--- config.mk ---
export PLATFORM = sky130hd
export DESIGN_NAME = alu_result_buffer_flat
export DESIGN_NICKNAME = d
export VERILOG_FILES = /design/src/rtl/alu_result_buffer_pkg.sv /design/src/rtl/alu_result_buffer_if.sv /design/src/rtl/alu_result_buffer_fifo.sv /design/src/rtl/alu_result_buffer.sv /design/src/flat_wrapper.sv
export SDC_FILE = /design/constraint.sdc
export NUM_CORES = 1
export LEC_CHECK = 0
export BUFFER_PORTS_ARGS = -buffer_cell sky130_fd_sc_hd__buf_2
export CAP_MARGIN = 5
export CORE_MARGIN = 2
export CORE_UTILIZATION = 51
export DETAILED_ROUTE_END_ITERATION = 12
export GPL_ROUTABILITY_DRIVEN = 0
export GPL_TIMING_DRIVEN = 1
export HOLD_SLACK_MARGIN = 0.15
export PLACE_DENSITY = 0.75
export SLEW_MARGIN = 20
export SYNTH_ARGS = -nofsm -noshare
export SYNTH_HDL_FRONTEND = slang
export SYNTH_SLANG_ARGS = --single-unit
export TNS_END_PERCENT = 5
--- constraint.sdc ---
create_clock -name clk -period 2 [get_ports clk]
set_clock_uncertainty 0.2 [all_clocks]
set_input_delay 0.1 -clock clk [delete_from_list [all_inputs] [get_ports clk]]
set_output_delay 0.1 -clock clk [all_outputs]
set_load 0.02 [all_outputs]
--- src/rtl/alu_result_buffer_pkg.sv ---
// Shared types and constants for the ALU result buffer slice.
// PSW bit positions are fixed here so the top and any consumers agree on layout.
package alu_pkg;

  localparam int ALU_DW = 8;
  localparam int PSW_W  = 4;

  localparam int CY = 3;
  localparam int AC = 2;
  localparam int OV = 1;
  localparam int P  = 0;

  typedef struct packed {
    logic [3:0]        op;
    logic [ALU_DW-1:0] des1;
    logic [ALU_DW-1:0] des2;
    logic [ALU_DW-1:0] acc;
  } alu_result_t;

endpackage

--- src/rtl/alu_result_buffer_if.sv ---
// ALU-result capture bus plus register-file writer drain handshake and status.
// slave is the buffer side, master is the ALU/writer side.
interface alu_result_buffer_if #(
  parameter int DW    = 8,
  parameter int DEPTH = 4
);
  localparam int CW = $clog2(DEPTH) + 1;

  logic          in_valid;
  logic [3:0]    in_op;
  logic [DW-1:0] in_des1;
  logic [DW-1:0] in_des2;
  logic [DW-1:0] in_acc;
  logic          in_cy;
  logic          in_ac;
  logic          in_ov;

  logic          wb_ready;
  logic          wb_valid;
  logic [3:0]    wb_op;
  logic [DW-1:0] wb_des1;
  logic [DW-1:0] wb_des2;
  logic [DW-1:0] wb_acc;

  logic          psw_cy;
  logic          psw_ac;
  logic          psw_ov;
  logic          psw_p;
  logic [CW-1:0] count;
  logic          full;
  logic          overrun;
  logic          clr_overrun;

  modport slave (
    input  in_valid, in_op, in_des1, in_des2, in_acc, in_cy, in_ac, in_ov,
    input  wb_ready, clr_overrun,
    output wb_valid, wb_op, wb_des1, wb_des2, wb_acc,
    output psw_cy, psw_ac, psw_ov, psw_p, count, full, overrun
  );

  modport master (
    output in_valid, in_op, in_des1, in_des2, in_acc, in_cy, in_ac, in_ov,
    output wb_ready, clr_overrun,
    input  wb_valid, wb_op, wb_des1, wb_des2, wb_acc,
    input  psw_cy, psw_ac, psw_ov, psw_p, count, full, overrun
  );

endinterface

--- src/rtl/alu_result_buffer_fifo.sv ---
// Generic synchronous FIFO, occupancy-counted; head readable combinationally, write visible next cycle.
// Caller guarantees push only when !full or popping, pop only when !empty.
module alu_res_fifo #(
  parameter int WIDTH = 28,
  parameter int DEPTH = 4
) (
  input  logic                       clk,
  input  logic                       reset,
  input  logic                       push,
  input  logic                       pop,
  input  logic [WIDTH-1:0]           wr_dat,
  output logic [WIDTH-1:0]           rd_dat,
  output logic [$clog2(DEPTH):0]     count,
  output logic                       full,
  output logic                       empty
);

  localparam int AW = $clog2(DEPTH);
  localparam int CW = AW + 1;
  localparam logic [CW-1:0] FULL_CNT = CW'(DEPTH);

  logic [WIDTH-1:0] mem [DEPTH];
  logic [AW-1:0]    wr_ptr;
  logic [AW-1:0]    rd_ptr;

  // Storage is deliberately left unreset; only pointers and count carry state.
  always_ff @(posedge clk) begin
    if (push) begin
      mem[wr_ptr] <= wr_dat;
    end
  end

  always_ff @(posedge clk or posedge reset) begin
    if (reset) begin
      wr_ptr <= '0;
      rd_ptr <= '0;
      count  <= '0;
    end else begin
      if (push) wr_ptr <= wr_ptr + 1'b1;
      if (pop)  rd_ptr <= rd_ptr + 1'b1;
      case ({push, pop})
        2'b10:   count <= count + 1'b1;
        2'b01:   count <= count - 1'b1;
        default: count <= count;
      endcase
    end
  end

  assign rd_dat = mem[rd_ptr];
  assign full   = (count == FULL_CNT);
  assign empty  = (count == '0);

endmodule

--- src/rtl/alu_result_buffer.sv ---
// Captures ALU results into a FIFO drained over valid/ready; keeps PSW flags and a sticky overrun.
// One-cycle minimum latency; the ALU never stalls, so pushes into a full buffer without a pop are dropped.
module alu_result_buffer
  import alu_pkg::*;
#(
  parameter int DEPTH = 4,
  parameter int DW    = 8
) (
  input  logic                clk,
  input  logic                reset,
  alu_result_buffer_if.slave  bus
);

  localparam int CW = $clog2(DEPTH) + 1;

  typedef struct packed {
    logic [3:0]    op;
    logic [DW-1:0] des1;
    logic [DW-1:0] des2;
    logic [DW-1:0] acc;
  } entry_t;

  entry_t            wr_entry;
  entry_t            head;
  logic [CW-1:0]     count;
  logic              full;
  logic              empty;
  logic              push;
  logic              pop;
  logic              drop;
  logic [PSW_W-1:0]  psw;
  logic              overrun;

  assign pop  = !empty && bus.wb_ready;
  assign push = bus.in_valid && (!full || pop);
  assign drop = bus.in_valid && full && !pop;

  assign wr_entry.op   = bus.in_op;
  assign wr_entry.des1 = bus.in_des1;
  assign wr_entry.des2 = bus.in_des2;
  assign wr_entry.acc  = bus.in_acc;

  alu_res_fifo #(
    .WIDTH ($bits(entry_t)),
    .DEPTH (DEPTH)
  ) u_fifo (
    .clk    (clk),
    .reset  (reset),
    .push   (push),
    .pop    (pop),
    .wr_dat (wr_entry),
    .rd_dat (head),
    .count  (count),
    .full   (full),
    .empty  (empty)
  );

  // Head is masked while empty so the bus reads zero out of reset instead of stale storage.
  assign bus.wb_valid = !empty;
  assign bus.wb_op    = empty ? '0 : head.op;
  assign bus.wb_des1  = empty ? '0 : head.des1;
  assign bus.wb_des2  = empty ? '0 : head.des2;
  assign bus.wb_acc   = empty ? '0 : head.acc;

  always_ff @(posedge clk or posedge reset) begin
    if (reset) begin
      psw <= '0;
    end else if (push) begin
      psw[CY] <= bus.in_cy;
      psw[AC] <= bus.in_ac;
      psw[OV] <= bus.in_ov;
      psw[P]  <= ^bus.in_acc;
    end
  end

  // A drop in the same cycle as a clear leaves the flag set.
  always_ff @(posedge clk or posedge reset) begin
    if (reset) begin
      overrun <= 1'b0;
    end else if (drop) begin
      overrun <= 1'b1;
    end else if (bus.clr_overrun) begin
      overrun <= 1'b0;
    end
  end

  assign bus.psw_cy  = psw[CY];
  assign bus.psw_ac  = psw[AC];
  assign bus.psw_ov  = psw[OV];
  assign bus.psw_p   = psw[P];
  assign bus.count   = count;
  assign bus.full    = full;
  assign bus.overrun = overrun;

endmodule

--- src/flat_wrapper.sv ---
// flat-port wrapper written by rule: the top's interface ports become plain ports
module alu_result_buffer_flat import alu_pkg::*;
#(
  parameter int DEPTH = 4,
  parameter int DW    = 8
)
  (clk, reset, bus_in_valid, bus_in_op, bus_in_des1, bus_in_des2, bus_in_acc, bus_in_cy, bus_in_ac, bus_in_ov, bus_wb_ready, bus_clr_overrun, bus_wb_valid, bus_wb_op, bus_wb_des1, bus_wb_des2, bus_wb_acc, bus_psw_cy, bus_psw_ac, bus_psw_ov, bus_psw_p, bus_count, bus_full, bus_overrun);
  alu_result_buffer_if #(.DW(DW), .DEPTH(DEPTH)) bus_i ();
  input  logic clk;
  input  logic reset;
  input wire logic [$bits(bus_i.in_valid)-1:0] bus_in_valid;
  input wire logic [$bits(bus_i.in_op)-1:0] bus_in_op;
  input wire logic [$bits(bus_i.in_des1)-1:0] bus_in_des1;
  input wire logic [$bits(bus_i.in_des2)-1:0] bus_in_des2;
  input wire logic [$bits(bus_i.in_acc)-1:0] bus_in_acc;
  input wire logic [$bits(bus_i.in_cy)-1:0] bus_in_cy;
  input wire logic [$bits(bus_i.in_ac)-1:0] bus_in_ac;
  input wire logic [$bits(bus_i.in_ov)-1:0] bus_in_ov;
  input wire logic [$bits(bus_i.wb_ready)-1:0] bus_wb_ready;
  input wire logic [$bits(bus_i.clr_overrun)-1:0] bus_clr_overrun;
  output wire logic [$bits(bus_i.wb_valid)-1:0] bus_wb_valid;
  output wire logic [$bits(bus_i.wb_op)-1:0] bus_wb_op;
  output wire logic [$bits(bus_i.wb_des1)-1:0] bus_wb_des1;
  output wire logic [$bits(bus_i.wb_des2)-1:0] bus_wb_des2;
  output wire logic [$bits(bus_i.wb_acc)-1:0] bus_wb_acc;
  output wire logic [$bits(bus_i.psw_cy)-1:0] bus_psw_cy;
  output wire logic [$bits(bus_i.psw_ac)-1:0] bus_psw_ac;
  output wire logic [$bits(bus_i.psw_ov)-1:0] bus_psw_ov;
  output wire logic [$bits(bus_i.psw_p)-1:0] bus_psw_p;
  output wire logic [$bits(bus_i.count)-1:0] bus_count;
  output wire logic [$bits(bus_i.full)-1:0] bus_full;
  output wire logic [$bits(bus_i.overrun)-1:0] bus_overrun;
  assign bus_i.in_valid = bus_in_valid;
  assign bus_i.in_op = bus_in_op;
  assign bus_i.in_des1 = bus_in_des1;
  assign bus_i.in_des2 = bus_in_des2;
  assign bus_i.in_acc = bus_in_acc;
  assign bus_i.in_cy = bus_in_cy;
  assign bus_i.in_ac = bus_in_ac;
  assign bus_i.in_ov = bus_in_ov;
  assign bus_i.wb_ready = bus_wb_ready;
  assign bus_i.clr_overrun = bus_clr_overrun;
  assign bus_wb_valid = bus_i.wb_valid;
  assign bus_wb_op = bus_i.wb_op;
  assign bus_wb_des1 = bus_i.wb_des1;
  assign bus_wb_des2 = bus_i.wb_des2;
  assign bus_wb_acc = bus_i.wb_acc;
  assign bus_psw_cy = bus_i.psw_cy;
  assign bus_psw_ac = bus_i.psw_ac;
  assign bus_psw_ov = bus_i.psw_ov;
  assign bus_psw_p = bus_i.psw_p;
  assign bus_count = bus_i.count;
  assign bus_full = bus_i.full;
  assign bus_overrun = bus_i.overrun;
  alu_result_buffer #(.DEPTH(DEPTH), .DW(DW)) u_core (.clk(clk), .reset(reset), .bus(bus_i));
endmodule
==> flow_summary.yaml <==
critical_path:
  worst_path_dominant_cell_family: "multiplexers"
  path_cells: "buf_12 > mux4_2 > and2_1 > buf_2"
  r2r_end: "u_core.u_fifo.count[1]"
  regToRegSetupSlack_ns: -0.02
  worstPathArrival_ns: 1.98
  cp_num_buf_inv: 2
  path_class: "register to output pin"
  cp_data_required_time_ns: 1.70
  cp-end-kind: "output pin"
  worstPathMaxFanout: 17
  max_stage_delay_ns: 0.54
  rr_worst_depth: 6
  start_kind: "register"
  cp_slowest_cell: "mux4_2"
  timing.rr.start: "u_core.u_fifo.count[0]"
detailed_routing:
  avgRoutedWirePerCell_um: 17.8
  final_antenna_net_count: 0
  drt_wl_total_um: 9840
  wl_met3_um: 548
  drc_errors: 0
  met1_length_um: 4020
  vias: 2827
  first_pass_iters: 4
  avgViaCountPerCell: 5.11
  wl_met2_um: 5140
  top_layer: "met4"
  first_iter_violations: 132
global_routing:
  antenna_found_initial: 0
  grt_max_degree: 32
  grt_overflow: 0
  grt_first_pass_wirelength_um: 14900
  first_global_vias: 2929
  grt_usage_pct: 19.7
min_path:
  min_path_type: "input pin to register"
  min-delay-start: "bus_in_des1[2]"
  hold_end: "u_core.u_fifo.mem[3][18]"
  hold_depth: 2
power_and_ir_drop:
  leakagePower_nw: 2.64
  p_total_w: 0.0111
  powerDensity_nw_per_um2: 1580
  vdd_drop_max_mv: 0.850
yosys:
  seq_area_frac_synth_pct: 73.2
  async_reset_ff_share_pct: 9.68
  synth_fp_nets: 293
  synth-main-ff-cell: "edfxtp_1"
  synthCells: 252
  synth_area_per_cell_um2: 19.9
  synthTopCellsByArea: "edfxtp_1 67%, mux4_2 13%, dfrtp_1 6.0%, and2_1 3.5%, xnor2_1 1.9%"
  ys_ff_latch: 124
  synth-edff-count: 112
  ys_warn_count: 0
  synth_area_leader_cell: "edfxtp_1"
  netlist_area_um2: 5010
  synth_cell_types: 30
  synth_top_area_share_pct: 67.2
die:
  fp.dieW_um: 103
  die_area_um2: 10600
  core_um2: 9640
  row_count: 36
  ios: 74
  initial_core_util_pct: 51.9
  fp.dieH_um: 103
final_layout:
  syn2layout_area_growth_pct: 40.6
  drive_gt1_share_pct: 43.3
  insertedDiodeCount: 0
  stdcell_count: 553
  nets: 448
clock_network:
  htreeDepth: 4
  clk_latency_ns: 0.51
  clkSinkCount: 124
  numCtsBuffers: 17
  clkTransAtPathRegs_ns: 0.06
  root_buffer: "clkbuf_8"
  clock_path_buffers: 2
  cts_tree: "built"
  cts_setup_buffers: 0
outcome:
  violations: "negative setup slack"
  outcome: "complete, but fails checks"
job:
  cap_violations: 0
timing:
  tightest_slew_ns: 0.472
  setup_slack_ns: -0.284
  final.min_clock_period_ns: 2.28
  fin_crit_sh_pct: 114
  slew_headroom_pct: 68.5
  setup_viol: 29
  rsz0062_at_grt: "yes"
  timing.fmax_mhz: 438
  finalHoldViolations: 0
  slew_viol_final: 0
place:
  dp.final_hpwl_um: 5680
  io_buffers: 73
  dp_cells: 467
kinds of logic (layout without fill, tap and decap cells):
kind of cell | after synthesis | in the layout | synth area share, %
flip-flops | 124 | 124 | 73.2
AO/OA/AOI/OAI | 11 | 11 | 1.40
adder cells (fa/ha/maj) | 5 | 5 | 1.40
XOR/XNOR | 12 | 12 | 2.10
AND/OR/NAND/NOR | 47 | 47 | 6.10
buffers and inverters | 21 | 189 | 2.02
multiplexers | 32 | 32 | 13.8
area by class of cell:
cell class	instances	area (um2)
Inverter	9	33.8
Clock buffer	18	418
Timing Repair Buffer	148	1220
Multi-Input combinational cell	107	1310
Sequential cell	124	3670
Fill cell	583	2600
Clock inverter	14	218
Tap cell	133	166
cells in the mapped netlist, drive strengths merged (2+ instances only):
cell type  number
and2           29
o22ai           2
mux4           28
ha              4
dfrtp          12
clkbuf          4
xnor2          11
mux2            4
edfxtp        112
inv             9
and3            4
nand2b          2
nand2           4
o21ai           3
a21oi           2
buf             8
nor2            3
nand3           2
worst max-delay path by stage:
stage                             end  depth (start not counted)               startpoint  slack [ns]
6_report               bus_wb_des1[7]                          4  u_core.u_fifo.rd_ptr[0]       -0.28
4_1_cts                bus_wb_des1[7]                          4  u_core.u_fifo.rd_ptr[0]       -0.32
2_1_floorplan  u_core.u_fifo.count[1]                          7   u_core.u_fifo.count[1]       -0.23
3_5_place_dp   u_core.u_fifo.count[1]                          6   u_core.u_fifo.count[1]       -0.05
5_1_grt                 bus_wb_acc[2]                          4  u_core.u_fifo.rd_ptr[0]       -0.36
3_3_place_gp   u_core.u_fifo.count[1]                          6   u_core.u_fifo.count[1]      -0.003
what timing repair did:
item	4_1_cts	5_1_grt
hold buffers	54	0
hold endpoints to repair	136	0
setup endpoints to repair	114	83
pin swaps	0	4
resized for setup	9	32
state kept, by name (all words and copies together) (netlist names):
register	cells
u_core.u_fifo.count	3
u_core.bus.overrun	1
u_core.u_fifo.wr_ptr	2
u_core.u_fifo.rd_ptr	2
u_core.u_fifo.mem	112
u_core.psw	4
worst register-to-register path, cell delays in order (launching register included):
cell       delay, ns
dfrtp_2         0.42
or3_4           0.40
nand3_2         0.08
fa_1            0.43
a211oi_2        0.18
o21ai_1         0.12
a2bb2oi_2       0.12
per-stage QoR:
stage               util (%)  TNS (ns)  worst slack (ns)  cell area [um2]  hold WS (ns)
floorplan                  -     -3.99            -0.230             5040        -0.236
global placement        59.4  -0.00314          -0.00314             5730       -0.0712
detailed placement      59.4    -0.403           -0.0548             5730       -0.0500
CTS                     72.0     -7.58            -0.319             6940         0.152
global route            73.0     -8.65            -0.356             7040         0.167
finish                  73.0     -6.40            -0.284             7040         0.159
cell usage in the layout, fill, tap and decap left out, types with 2 or more instances in the layout:
| cell | synthesis | layout |
|---|---|---|
| and2_1 | 28 | 19 |
| nor2_1 | 3 | 2 |
| edfxtp_1 | 112 | 112 |
| dfrtp_2 | 0 | 4 |
| dfrtp_1 | 12 | 8 |
| dlygate4sd3_1 | 0 | 54 |
| clkinv_4 | 0 | 3 |
| clkbuf_16 | 0 | 16 |
| o21ai_0 | 3 | 2 |
| mux4_2 | 28 | 28 |
| buf_6 | 2 | 13 |
| and3_4 | 0 | 4 |
| buf_2 | 6 | 63 |
| nand2_1 | 3 | 3 |
| xnor2_1 | 11 | 11 |
| buf_12 | 0 | 7 |
| inv_6 | 0 | 2 |
| a21oi_1 | 2 | 2 |
| inv_1 | 9 | 9 |
| buf_4 | 0 | 11 |
| ha_1 | 4 | 4 |
| o22ai_1 | 2 | 2 |
| bufinv_16 | 0 | 5 |
| and2_4 | 0 | 9 |
| mux2_4 | 4 | 4 |
| clkinvlp_4 | 0 | 2 |
layer usage:
| metal | track usage, % | vias to the layer above |
|---|---|---|
| met5 | 0 | - |
| met4 | 7.39 | 0 |
| met3 | 5.90 | 14 |
| met2 | 32.2 | 104 |
| met1 | 25.1 | 1412 |
| li1 | - | 1297 |
report_power, final:
| part | leakage (nW) | switching, W | internal, W |
|---|---|---|---|
| logic | 1.17 | 0.00214 | 0.00215 |
| registers | 1.17 | 0.000177 | 0.00343 |
| clock network | 0.303 | 0.00108 | 0.00215 |
| total | 2.64 | 0.00340 | 0.00773 |
Note: power is estimated with default switching activity, not from simulation.
